File: config.mk
export PLATFORM = sky130hd
export DESIGN_NAME = shot_reaper
export DESIGN_NICKNAME = d
export VERILOG_FILES = /design/src/rtl/shot_reaper.sv
export SDC_FILE = /design/constraint.sdc
export NUM_CORES = 1
export LEC_CHECK = 0
export BUFFER_PORTS_ARGS = -buffer_cell sky130_fd_sc_hd__buf_2
export CORE_AREA = 2 2 149 151
export DETAILED_ROUTE_END_ITERATION = 8
export DIE_AREA = 0 0 151 153
export PLACE_DENSITY = 0.59
export RECOVER_POWER = 25
export SETUP_SLACK_MARGIN = 0.02
export SLEW_MARGIN = 25
export SYNTH_ARGS = -nofsm -noshare
export SYNTH_HDL_FRONTEND = slang
export SYNTH_SLANG_ARGS = --single-unit
File: constraint.sdc
create_clock -name clk -period 4.09 [get_ports clk]
set_input_delay 0.818 -clock clk [delete_from_list [all_inputs] [get_ports clk]]
set_output_delay 0.818 -clock clk [all_outputs]
set_load 0.005 [all_outputs]
File: src/rtl/shot_reaper.sv
// rtl/shot_reaper.sv - sweeps shot slots, deletes off-screen, hit and (with SHOT_LIFETIME_EN) aged-out shots
module shot_reaper #(
    parameter int MAX_SHOTS   = 10,
    parameter int ENTITY_SIZE = 34,
    parameter int SCREEN_W    = 640,
    parameter int SCREEN_H    = 480,
    parameter int MAX_AGE     = 200,
    parameter int AGE_W       = 8
) (
    input  logic                             clk,
    input  logic                             reset_n,
    input  logic                             move_clk,
    input  logic                             enable,
    input  logic [MAX_SHOTS*ENTITY_SIZE-1:0] shots_data,
    output logic                             query_req,
    output logic [9:0]                       query_x,
    output logic [9:0]                       query_y,
    input  logic                             query_ack,
    input  logic                             query_hit,
    output logic                             delete_shot,
    output logic [9:0]                       shot_address,
    output logic                             hit_pulse,
    output logic                             sweep_done
);
    localparam int IDX_W = (MAX_SHOTS > 1) ? $clog2(MAX_SHOTS) : 1;
    localparam logic [9:0] LAST_IDX = 10'(MAX_SHOTS - 1);

    typedef enum logic [2:0] {
        S_IDLE,
        S_FETCH,
        S_CHECK,
        S_QUERY,
        S_DELETE,
        S_NEXT
    } state_t;

    state_t           state;
    logic [9:0]       idx;
    logic             cur_valid;
    logic [9:0]       cur_x;
    logic [9:0]       cur_y;
    logic [IDX_W-1:0] slot;
    logic             off_screen;
    logic             aged;

    logic [ENTITY_SIZE-1:0] slot_word [MAX_SHOTS];
    logic [MAX_SHOTS-1:0]   slot_valid;
    logic [MAX_SHOTS-1:0]   unused_fields;

    genvar g;
    generate
        for (g = 0; g < MAX_SHOTS; g++) begin : g_slot
            assign slot_word[g]     = shots_data[g*ENTITY_SIZE +: ENTITY_SIZE];
            assign slot_valid[g]    = slot_word[g][33];
            assign unused_fields[g] = ^{slot_word[g][32:26], slot_word[g][5:0]};
        end
    endgenerate

    assign slot = idx[IDX_W-1:0];

    // 11-bit compare so a limit of 1024 still works; 0 - 1 wraps to 1023 and lands off screen
    assign off_screen = ({1'b0, cur_x} >= 11'(SCREEN_W)) || ({1'b0, cur_y} >= 11'(SCREEN_H));

`ifdef SHOT_LIFETIME_EN
    logic [AGE_W-1:0] age [MAX_SHOTS];

    always_ff @(posedge clk) begin
        for (int i = 0; i < MAX_SHOTS; i++) begin
            if (reset_n) begin
                age[i] <= '0;
            end else if (!slot_valid[i]) begin
                age[i] <= '0;
            end else if (move_clk && (age[i] != '1)) begin
                age[i] <= age[i] + 1'b1;
            end
        end
    end

    assign aged = (32'(age[slot]) >= 32'(MAX_AGE));
`else
    logic unused_move;
    assign unused_move = move_clk;
    assign aged        = 1'b0;
`endif

    always_ff @(posedge clk) begin
        if (reset_n) begin
            state        <= S_IDLE;
            idx          <= '0;
            cur_valid    <= 1'b0;
            cur_x        <= '0;
            cur_y        <= '0;
            query_req    <= 1'b0;
            query_x      <= '0;
            query_y      <= '0;
            delete_shot  <= 1'b0;
            shot_address <= '0;
            hit_pulse    <= 1'b0;
            sweep_done   <= 1'b0;
        end else begin
            delete_shot <= 1'b0;
            hit_pulse   <= 1'b0;
            sweep_done  <= 1'b0;
            case (state)
                S_IDLE: begin
                    if (enable) state <= S_FETCH;
                end
                S_FETCH: begin
                    cur_valid <= slot_valid[slot];
                    cur_x     <= slot_word[slot][15:6];
                    cur_y     <= slot_word[slot][25:16];
                    state     <= S_CHECK;
                end
                S_CHECK: begin
                    if (!cur_valid) begin
                        state <= S_NEXT;
                    end else if (off_screen || aged) begin
                        delete_shot  <= 1'b1;
                        shot_address <= idx;
                        state        <= S_DELETE;
                    end else begin
                        query_req <= 1'b1;
                        query_x   <= cur_x;
                        query_y   <= cur_y;
                        state     <= S_QUERY;
                    end
                end
                S_QUERY: begin
                    if (query_ack) begin
                        query_req <= 1'b0;
                        if (query_hit) begin
                            hit_pulse    <= 1'b1;
                            delete_shot  <= 1'b1;
                            shot_address <= idx;
                            state        <= S_DELETE;
                        end else begin
                            state <= S_NEXT;
                        end
                    end
                end
                S_DELETE: begin
                    state <= S_NEXT;
                end
                S_NEXT: begin
                    if (idx == LAST_IDX) begin
                        idx        <= '0;
                        sweep_done <= 1'b1;
                    end else begin
                        idx <= idx + 10'd1;
                    end
                    state <= enable ? S_FETCH : S_IDLE;
                end
                default: state <= S_IDLE;
            endcase
        end
    end
endmodule

After elaboration in Yosys (flattened, before gate mapping)
Cells that the tools add are included.

Bits in registers: 68. Latch bits: 0. Bits in writable memories: 0. ROM bits: 0. Bits of input ports: 346. Output and inout port bits: 34. Memories: 0.

Add/subtract/negate cells: 1. $mul: 0. Divide/modulo/power cells: 0. $lt $le $gt $ge: 4. Equal/unequal tests: 12. Shift-type cells: 0. Multiplexer cells: 28. Bitwise logic cells: 4. Reductions and logical operators: 9.

Operators by type and width (number): 34-bit binary-select mux with 4-bit select (1); 26-bit two-way mux (2); 10-bit two-way mux (5); 10-bit case mux with 2 select lines (1); 3-bit case mux with 6 select lines (1); 3-bit two-way mux (4); 2-bit inequality test (second input constant) (6); 1-bit two-way mux (11); 10-bit by 1-bit adder with 10-bit output (second input constant) (1); 10-bit by 4-bit == test with 1-bit output (second input constant) (1); 10-bit >= comparator (second input constant) (1); 10-bit by 9-bit >= comparator with 1-bit output (second input constant) (1); 3-bit by 2-bit == test with 1-bit output (second input constant) (2); 3-bit == test (second input constant) (2); 5-bit >= comparator (second input constant) (1); 4-bit by 5-bit < comparator with 1-bit output (second input constant) (1); 4-bit inverter with 5-bit output (1); 5-bit AND reduction (1); 1-bit binary-select mux with 4-bit select (1); 1-bit case mux with 2 select lines (2); 4-bit AND reduction (1); 2-bit OR reduction (2); 3-bit by 1-bit == test with 1-bit output (second input constant) (1); 3-bit zero test (1); other kinds (5) (7).

Logic depth before layout (Yosys ltp)
Gate-level depths: netlist of the first run.

Depth after elaboration: 5. Mapped depth: 7.

Worst setup path after synthesis of the first run
OpenSTA, ideal clock, no wires.

Path kind: input to register. Start point: input port reset_n. End point: register cur_x[0]. Library setup time: 0.080 ns. Arrival: 1.591 ns. Setup slack: 2.419 ns. Stages on the path: 5. Path buffers: 1. Path through: or2_1 -> nor4_4 -> buf_2 -> nand2_1 -> o2111ai_2.

RTL lines: start: declaration (RTL line 11) `input logic reset_n,`; end signal: assignment (RTL line 110) `cur_x <= slot_word[slot][15:6];`; end: declaration (RTL line 40) `logic [9:0] cur_x;`.

==> implementation parameters, run 1 <==
Parameter                              Value

Routing
  Via/cell ratio    4.41
  Number of antenna-violating nets in the routed design    0
  Iteration-0 DRC count of the detailed router    between 100 and 150
  DR WL/cell    16.9 µm
  Vias after detailed routing    4075
  Wire length reported by the detailed router    15600 µm
  Total iterations of the first detailed-routing run    4
  Number of design rule violations left after detail routing    0

Synthesis
  Sequential element share of the synthesized area    0.312
  Share of the synthesized netlist area taken by xor and xnor gates    0.0180
  Average footprint of a synthesized cell    10.8 µm²
  Share of async-settable or async-resettable flops after synthesis    0
  Ys flop type    sky130_fd_sc_hd__dfxtp_1
  Largest family of logic cells by synthesized area    multiplexers
  Count of cell types in the netlist    48
  Net count of the mapped netlist    about 750
  Gate Count Post-Synth    406
  Share of synthesized area spent on multiplexers    0.331
  Synthesis-stage register bit count    68
  Number of enable flip-flop cells after synthesis    0
  Fraction of the mapped netlist area in adder cells    0.00573
  Simple-gate share of the synthesized area    0.185
  Compound-Gate Fraction of Synth Area    0.0934
  Post-synthesis cell area    approximately 4400 µm²
  Yosys warning total    0

STA
  Final Cycle Share    0.535
  Fmax    457 MHz
  Max Transition Viols Final    0
  Sum of negative setup slack    0 ns
  Final Skew    approximately 0.007 ns
  Transition time at the pin with the least slew margin    0.849 ns
  Final setup violating endpoints    0
  Worst slew margin relative to its limit    0.433
  Final number of hold-violating endpoints    0
  Worst Setup Slack, final    1.90 ns
  Post-layout minimum cycle time    2.19 ns
  Setup repair after global routing missed its margin    no

GRT
  Most used routing layer in global routing    met2
  Gr ovfl total    0
  Met1 capacity usage during global routing    0.179
  Global-route met2 utilization    0.218
  Wire length of the first global-routing pass    23000 µm
  Pin count of the biggest net entering global routing    49
  Via count of the first global-routing pass    between 3000 and 4000
  Met3 routing resource usage after global routing    0.0266
  Number of antenna violations at the first check in global routing    2
  All-layer global routing usage    0.135

Floorplan
  Std cell rows    54
  Width of the die    about 150 µm
  Initial cell density of the core    0.203
  Chip height    153 µm
  Die area    23100 µm²
  Placeable core area    21500 µm²
  Top-level I/O count    380

Clock network
  Clock slew at reported path FFs    0.06 ns
  Clock Tree Buf Depth    2
  Level count of the clock H-tree    3
  Cells resized by post-CTS repair    0
  Root buf cell    sky130_fd_sc_hd__clkbuf_16
  Post-cts hold buffer count    0
  Clock sink total    68
  Total CTS buffers    9
  Clock latency of the later-clocked register in the worst-skew pair    0.34 ns
  Buffers inserted during post-CTS setup optimization    0
  TritonCTS clock tree    done

Placement
  PortBufs    approximately 250
  Placed Instances    ~910
  Setup slack at placement    1.50 ns
  DPL Wire Length    12300 µm
  Placer's final routability congestion estimate    about 0.83

Job
  Max-cap viol count    0

Setup path
  Register-to-Register Path Depth    4
  Critical Path Fanout Max    22
  Cells traversed along the worst timing path    buf_2 -> nor2_1 -> nand3_2 -> o2111ai_2
  Worst Setup Path Type    in -> reg
  Critical path launch point type    input pin
  Critical path origin    reset_n
  Endpoint of the lowest-slack register-to-register path    cur_x[8]
  Critical Path Stages    4
  Origin of the critical flop-to-flop path    idx[0]
  Maximum single-stage delay on the critical path    0.68 ns
  Last element of the critical path    cur_y[1]
  Buffers and inverters on the worst path    1
  Worst EP arrival    roughly 2.4 ns
  Crit path capture type    register
  Data required time of the worst path    4.33 ns
  Worst path top cell family by delay    simple AND/OR/NAND/NOR gates
  Setup slack, reg-to-reg    2.00 ns
  Slowest cell on crit path    sky130_fd_sc_hd__nand3_2

Hold path
  Classification of the worst-slack hold path    reg -> reg

Cells and area
  Final non-filler cell total    924
  Growth of design area from synthesis to finish    39.7%
  Fraction of final layout cells with drive strength greater than 1    0.516
  Utilization of the core after routing    0.284
  Final net count    986

Power and ir drop
  Maximum vdd drop    130 µV
  Power, Total    0.00188 W
  Ratio of total power to cell area    308 nW/µm²
  Leak pwr    approximately 2.6 nW

Outcome
  Result of the run    finished, final reports clean
layout make-up:
class	count	area [µm²]
Fill cell	2305	15400
Multi-Input combinational cell	299	2770
Sequential cell	68	1370
Timing Repair Buffer	255	1290
Tap cell	280	350
Clock buffer	11	253
Clock inverter	5	58.8
Inverter	5	18.8
Antenna cell	1	2.50
tightest hold or removal path: stages (launching register included):
cell and delay, ns:
sky130_fd_sc_hd__dfxtp_1 0.31, sky130_fd_sc_hd__inv_1 0.05, sky130_fd_sc_hd__a21oi_1 0.05
sequential cells by signal (all words and copies together) (netlist names):
register	cells
cur_valid	1
cur_x	10
cur_y	10
delete_shot	1
hit_pulse	1
idx	10
query_req	1
query_x	10
query_y	10
shot_address	10
state	3
sweep_done	1
Yosys cell counts (2+ instances only):
master,n,share of area
sky130_fd_sc_hd__o2111ai_2,20,0.069
sky130_fd_sc_hd__buf_4,9,0.015
sky130_fd_sc_hd__and3b_1,2,0.0040
sky130_fd_sc_hd__and3_1,3,0.0043
sky130_fd_sc_hd__clkbuf_1,6,0.0052
sky130_fd_sc_hd__nor2_1,35,0.030
sky130_fd_sc_hd__buf_2,12,0.014
sky130_fd_sc_hd__nor4_4,2,0.0097
sky130_fd_sc_hd__ha_1,2,0.0057
sky130_fd_sc_hd__nor4_1,2,0.0029
sky130_fd_sc_hd__and4_1,2,0.0040
sky130_fd_sc_hd__xor2_1,5,0.010
sky130_fd_sc_hd__a31oi_1,2,0.0029
sky130_fd_sc_hd__mux2i_1,50,0.11
sky130_fd_sc_hd__dfxtp_1,68,0.31
sky130_fd_sc_hd__nand2b_1,20,0.029
sky130_fd_sc_hd__nand3_1,5,0.0057
sky130_fd_sc_hd__o21ai_0,4,0.0046
sky130_fd_sc_hd__inv_1,4,0.0034
sky130_fd_sc_hd__nor2b_1,4,0.0057
sky130_fd_sc_hd__nand4_1,2,0.0029
sky130_fd_sc_hd__mux4_2,42,0.22
sky130_fd_sc_hd__a21oi_1,2,0.0023
sky130_fd_sc_hd__buf_6,6,0.015
sky130_fd_sc_hd__xnor2_1,4,0.0080
sky130_fd_sc_hd__nand2_1,71,0.061
cell usage in the layout (no fill, tap or decap), drive strengths merged, types with 3 or more instances in the layout:
cell type  instances
xnor2              4
mux4              42
nor2              36
nand4              3
nor2b              4
xor2               5
nor4               4
nand3              6
o2111ai           21
buf              242
nand2b            21
nand2             71
o21ai              5
clkbuf            24
mux2i             50
and3               3
inv                6
dfxtp             68
kinds of logic (layout without fill, tap and decap cells):
| family | count (synthesis) | count (layout) |
|---|---|---|
| simple gates | 160 | 160 |
| mux | 92 | 92 |
| flops | 68 | 68 |
| buf+inv | 39 | 276 |
| compound gates | 36 | 36 |
| xor+xnor | 9 | 9 |
| fa+ha+maj | 2 | 2 |
| other cells | 0 | 1 |
metal layers:
| metal | up-vias | part of all wire |
|---|---|---|
| met5 | - | 0.00083 |
| met4 | 2 | 0.016 |
| met3 | 15 | 0.057 |
| met2 | 171 | 0.48 |
| met1 | 1922 | 0.45 |
| li1 | 1965 | - |
how the worst min path moves through the flow:
stage / slack, ns / depth (start not counted) / start / endpoint
2_1_floorplan: 0.44 / 2 / cur_x[5] / cur_x[5]
3_3_place_gp: 0.43 / 2 / query_req / query_req
3_5_place_dp: 0.44 / 2 / query_req / query_req
4_1_cts: 0.45 / 2 / query_req / query_req
5_1_grt: 0.48 / 2 / shot_address[9] / shot_address[9]
6_report: 0.45 / 2 / query_req / query_req
stage by stage:
| stage | hold slack [ns] | instance area (µm²) |
|---|---|---|
| after floorplan | 0.437 | 4370 |
| after global placement | 0.433 | 5810 |
| after detailed placement | 0.439 | 5810 |
| after CTS | 0.449 | 6120 |
| after global routing | 0.481 | 6110 |
| final | 0.447 | 6110 |
power by group:
part	total, W	switching [W]	internal [W]
clock network	0.000831	0.000324	0.000507
registers	0.000738	0.0000411	0.000697
logic	0.000314	0.000135	0.000179
(Power assumes the default switching activity.)
==> run 2, diff against run 1 <==
- CORE_AREA: 2 2 149 151 -> 2 2 146 148
- DIE_AREA: 0 0 151 153 -> 0 0 148 150
- PLACE_DENSITY: 0.59 -> 0.61
- clock period: 4.09 -> 2.3 ns (I/O delays scaled with it)
==> implementation parameters, run 2 (synthesis results as in run 1) <==
Parameter                              Value

Power and ir drop
  Leak pwr    2.63 nW (was 2.59 nW)
  Ratio of total power to cell area    524 nW/µm² (was 308 nW/µm²)
  Maximum vdd drop    283 µV (was 130 µV)

Job
  Max-cap viol count    0 (unchanged)

Clock network
  Post-cts hold buffer count    0 (unchanged)
  TritonCTS clock tree    done (unchanged)
  Total CTS buffers    9 (unchanged)
  Clock slew at reported path FFs    0.06 ns (about the same)
  Level count of the clock H-tree    3 (unchanged)
  Clock Tree Buf Depth    2 (unchanged)
  Clock sink total    68 (unchanged)
  Cells resized by post-CTS repair    0 (unchanged)
  Clock latency of the later-clocked register in the worst-skew pair    0.34 ns (about the same)
  Root buf cell    sky130_fd_sc_hd__clkbuf_16 (unchanged)
  Buffers inserted during post-CTS setup optimization    0 (unchanged)

Setup path
  Crit path capture type    register (unchanged)
  Worst Setup Path Type    reg -> reg (was in -> reg)
  Critical path launch point type    register (was input pin)
  Data required time of the worst path    2.57 ns (was 4.33 ns)
  Maximum single-stage delay on the critical path    0.54 ns (was 0.68 ns)
  Cells traversed along the worst timing path    nor2b_1 -> nand4_1 -> o21ai_1 -> buf_4 -> mux2i_1 (was buf_2 -> nor2_1 -> nand3_2 -> o2111ai_2)
  Worst EP arrival    2.14 ns (was 2.43 ns)
  Slowest cell on crit path    sky130_fd_sc_hd__dfxtp_1 (was sky130_fd_sc_hd__nand3_2)
  Setup slack, reg-to-reg    0.43 ns (was 2.00 ns)
  Critical Path Fanout Max    11 (was 22)

Cells and area
  Most common cell after layout, fill and taps aside    sky130_fd_sc_hd__buf_2 (unchanged)
  Final design instance area without fill    6150 µm² (was 6110 µm²)
  Utilization of the core after routing    0.297 (was 0.284)
  Commonest cells after routing, fill and taps aside    sky130_fd_sc_hd__buf_2 (234), sky130_fd_sc_hd__nand2_1 (71), sky130_fd_sc_hd__dfxtp_1 (66) (was sky130_fd_sc_hd__buf_2 (235), sky130_fd_sc_hd__nand2_1 (71), sky130_fd_sc_hd__dfxtp_1 (66))
  Diodes inserted    0 (was 1)
  FILL cells    2216 (was 2305)
  Final non-filler cell total    929 (was 924)
  Fraction of final layout cells with drive strength greater than 1    0.520 (was 0.516)
  Growth of design area from synthesis to finish    40.7% (was 39.7%)
  Final net count    997 (was 986)

STA
  Max Transition Viols Final    0 (unchanged)
  Final number of hold-violating endpoints    0 (unchanged)
  Final Skew    0.00863 ns (was 0.00710 ns)
  Final Cycle Share    0.813
  Final setup violating endpoints    0 (unchanged)
  Post-layout minimum cycle time    ~1.9 ns
  Worst slew margin relative to its limit    0.696 (was 0.433)
  WHS    0.430 ns (was 0.447 ns)
  Transition time at the pin with the least slew margin    0.455 ns (was 0.849 ns)
  Setup repair after global routing missed its margin    no (unchanged)
  Sum of negative setup slack    0 ns (unchanged)
  Fmax    535 MHz

Routing
  Iteration-0 DRC count of the detailed router    142 (was 143)
  Number of design rule violations left after detail routing    0 (unchanged)
  Vias after detailed routing    4063 (was 4075)
  Total iterations of the first detailed-routing run    4 (unchanged)
  Number of antenna-violating nets in the routed design    0 (unchanged)
  Via/cell ratio    4.37 (was 4.41)
  Wire length reported by the detailed router    15300 µm (was 15600 µm)
  DR WL/cell    16.5 µm (was 16.9 µm)

Floorplan
  Width of the die    148 µm (was 151 µm)
  Initial cell density of the core    0.211 (was 0.203)
  Std cell rows    53 (was 54)
  Top-level I/O count    380 (unchanged)
  Placeable core area    20700 µm² (was 21500 µm²)
  Die area    22200 µm² (was 23100 µm²)
  Chip height    150 µm (was 153 µm)

Placement
  Placer's final routability congestion estimate    0.761 (was 0.830)
  PortBufs    248 (unchanged)
  DPL Wire Length    12400 µm (was 12300 µm)
  Placed Instance Area    5880 µm² (was 5810 µm²)
  Placed Instances    913 (was 907)

Outcome
  Result of the run    finished, final reports clean (unchanged)

GRT
  All-layer global routing usage    0.135 (about the same)
  Wire length of the first global-routing pass    22400 µm (was 23000 µm)
  Via count of the first global-routing pass    3981 (was 3994)
  Gr ovfl total    0 (unchanged)
  Pin count of the biggest net entering global routing    27 (was 49)
  Number of antenna violations at the first check in global routing    1 (was 2)

Hold path
  Classification of the worst-slack hold path    in -> reg (was reg -> reg)
## run 2: cell type report
class	instances	area, µm²	area share
Sequential cell	68	1370	0.222
Inverter	5	18.8	0.00305
Tap cell	275	344	0.0560
Clock buffer	12	246	0.0401
Clock inverter	4	33.8	0.00550
Multi-Input combinational cell	299	2770	0.450
Timing Repair Buffer	266	1370	0.223
## run 2: report_power, final
part           switching, W  leakage, nW  internal, W
clock              0.000563        0.133     0.000768
combinational      0.000249         1.94     0.000329
sequential        0.0000716        0.552      0.00124
## run 2: critical path, delay by kind of cell (launching register included)
kind / cells / cell delay [ns]
AND/OR/NAND/NOR: 2 / 0.64
flip-flops: 1 / 0.54
buffers and inverters: 1 / 0.26
multiplexers: 1 / 0.22
AO/OA/AOI/OAI: 1 / 0.14
## run 2: worst paths after layout
kind / startpoint / end / cells after the start
min reg2reg: query_req / query_req / 2
min: query_hit / hit_pulse / 3
max: state[1] / shot_address[2] / 5
max reg2reg: state[1] / shot_address[2] / 5
## run 2: routing by layer
layer	GRT usage	wire, µm	vias to the layer above
li1	-	-	1983
met1	0.174	6740	1890
met2	0.221	7440	174
met3	0.0390	978	14
met4	0.0367	166	2
met5	0	13	-
## run 2: metrics by stage
stage,setup WS [ns],total power (W)
after floorplan,0.778,0.00165
after global placement,0.356,0.00192
after detailed placement,0.370,0.00193
after CTS,0.430,0.00328
after global routing,0.251,0.00338
final,0.430,0.00322
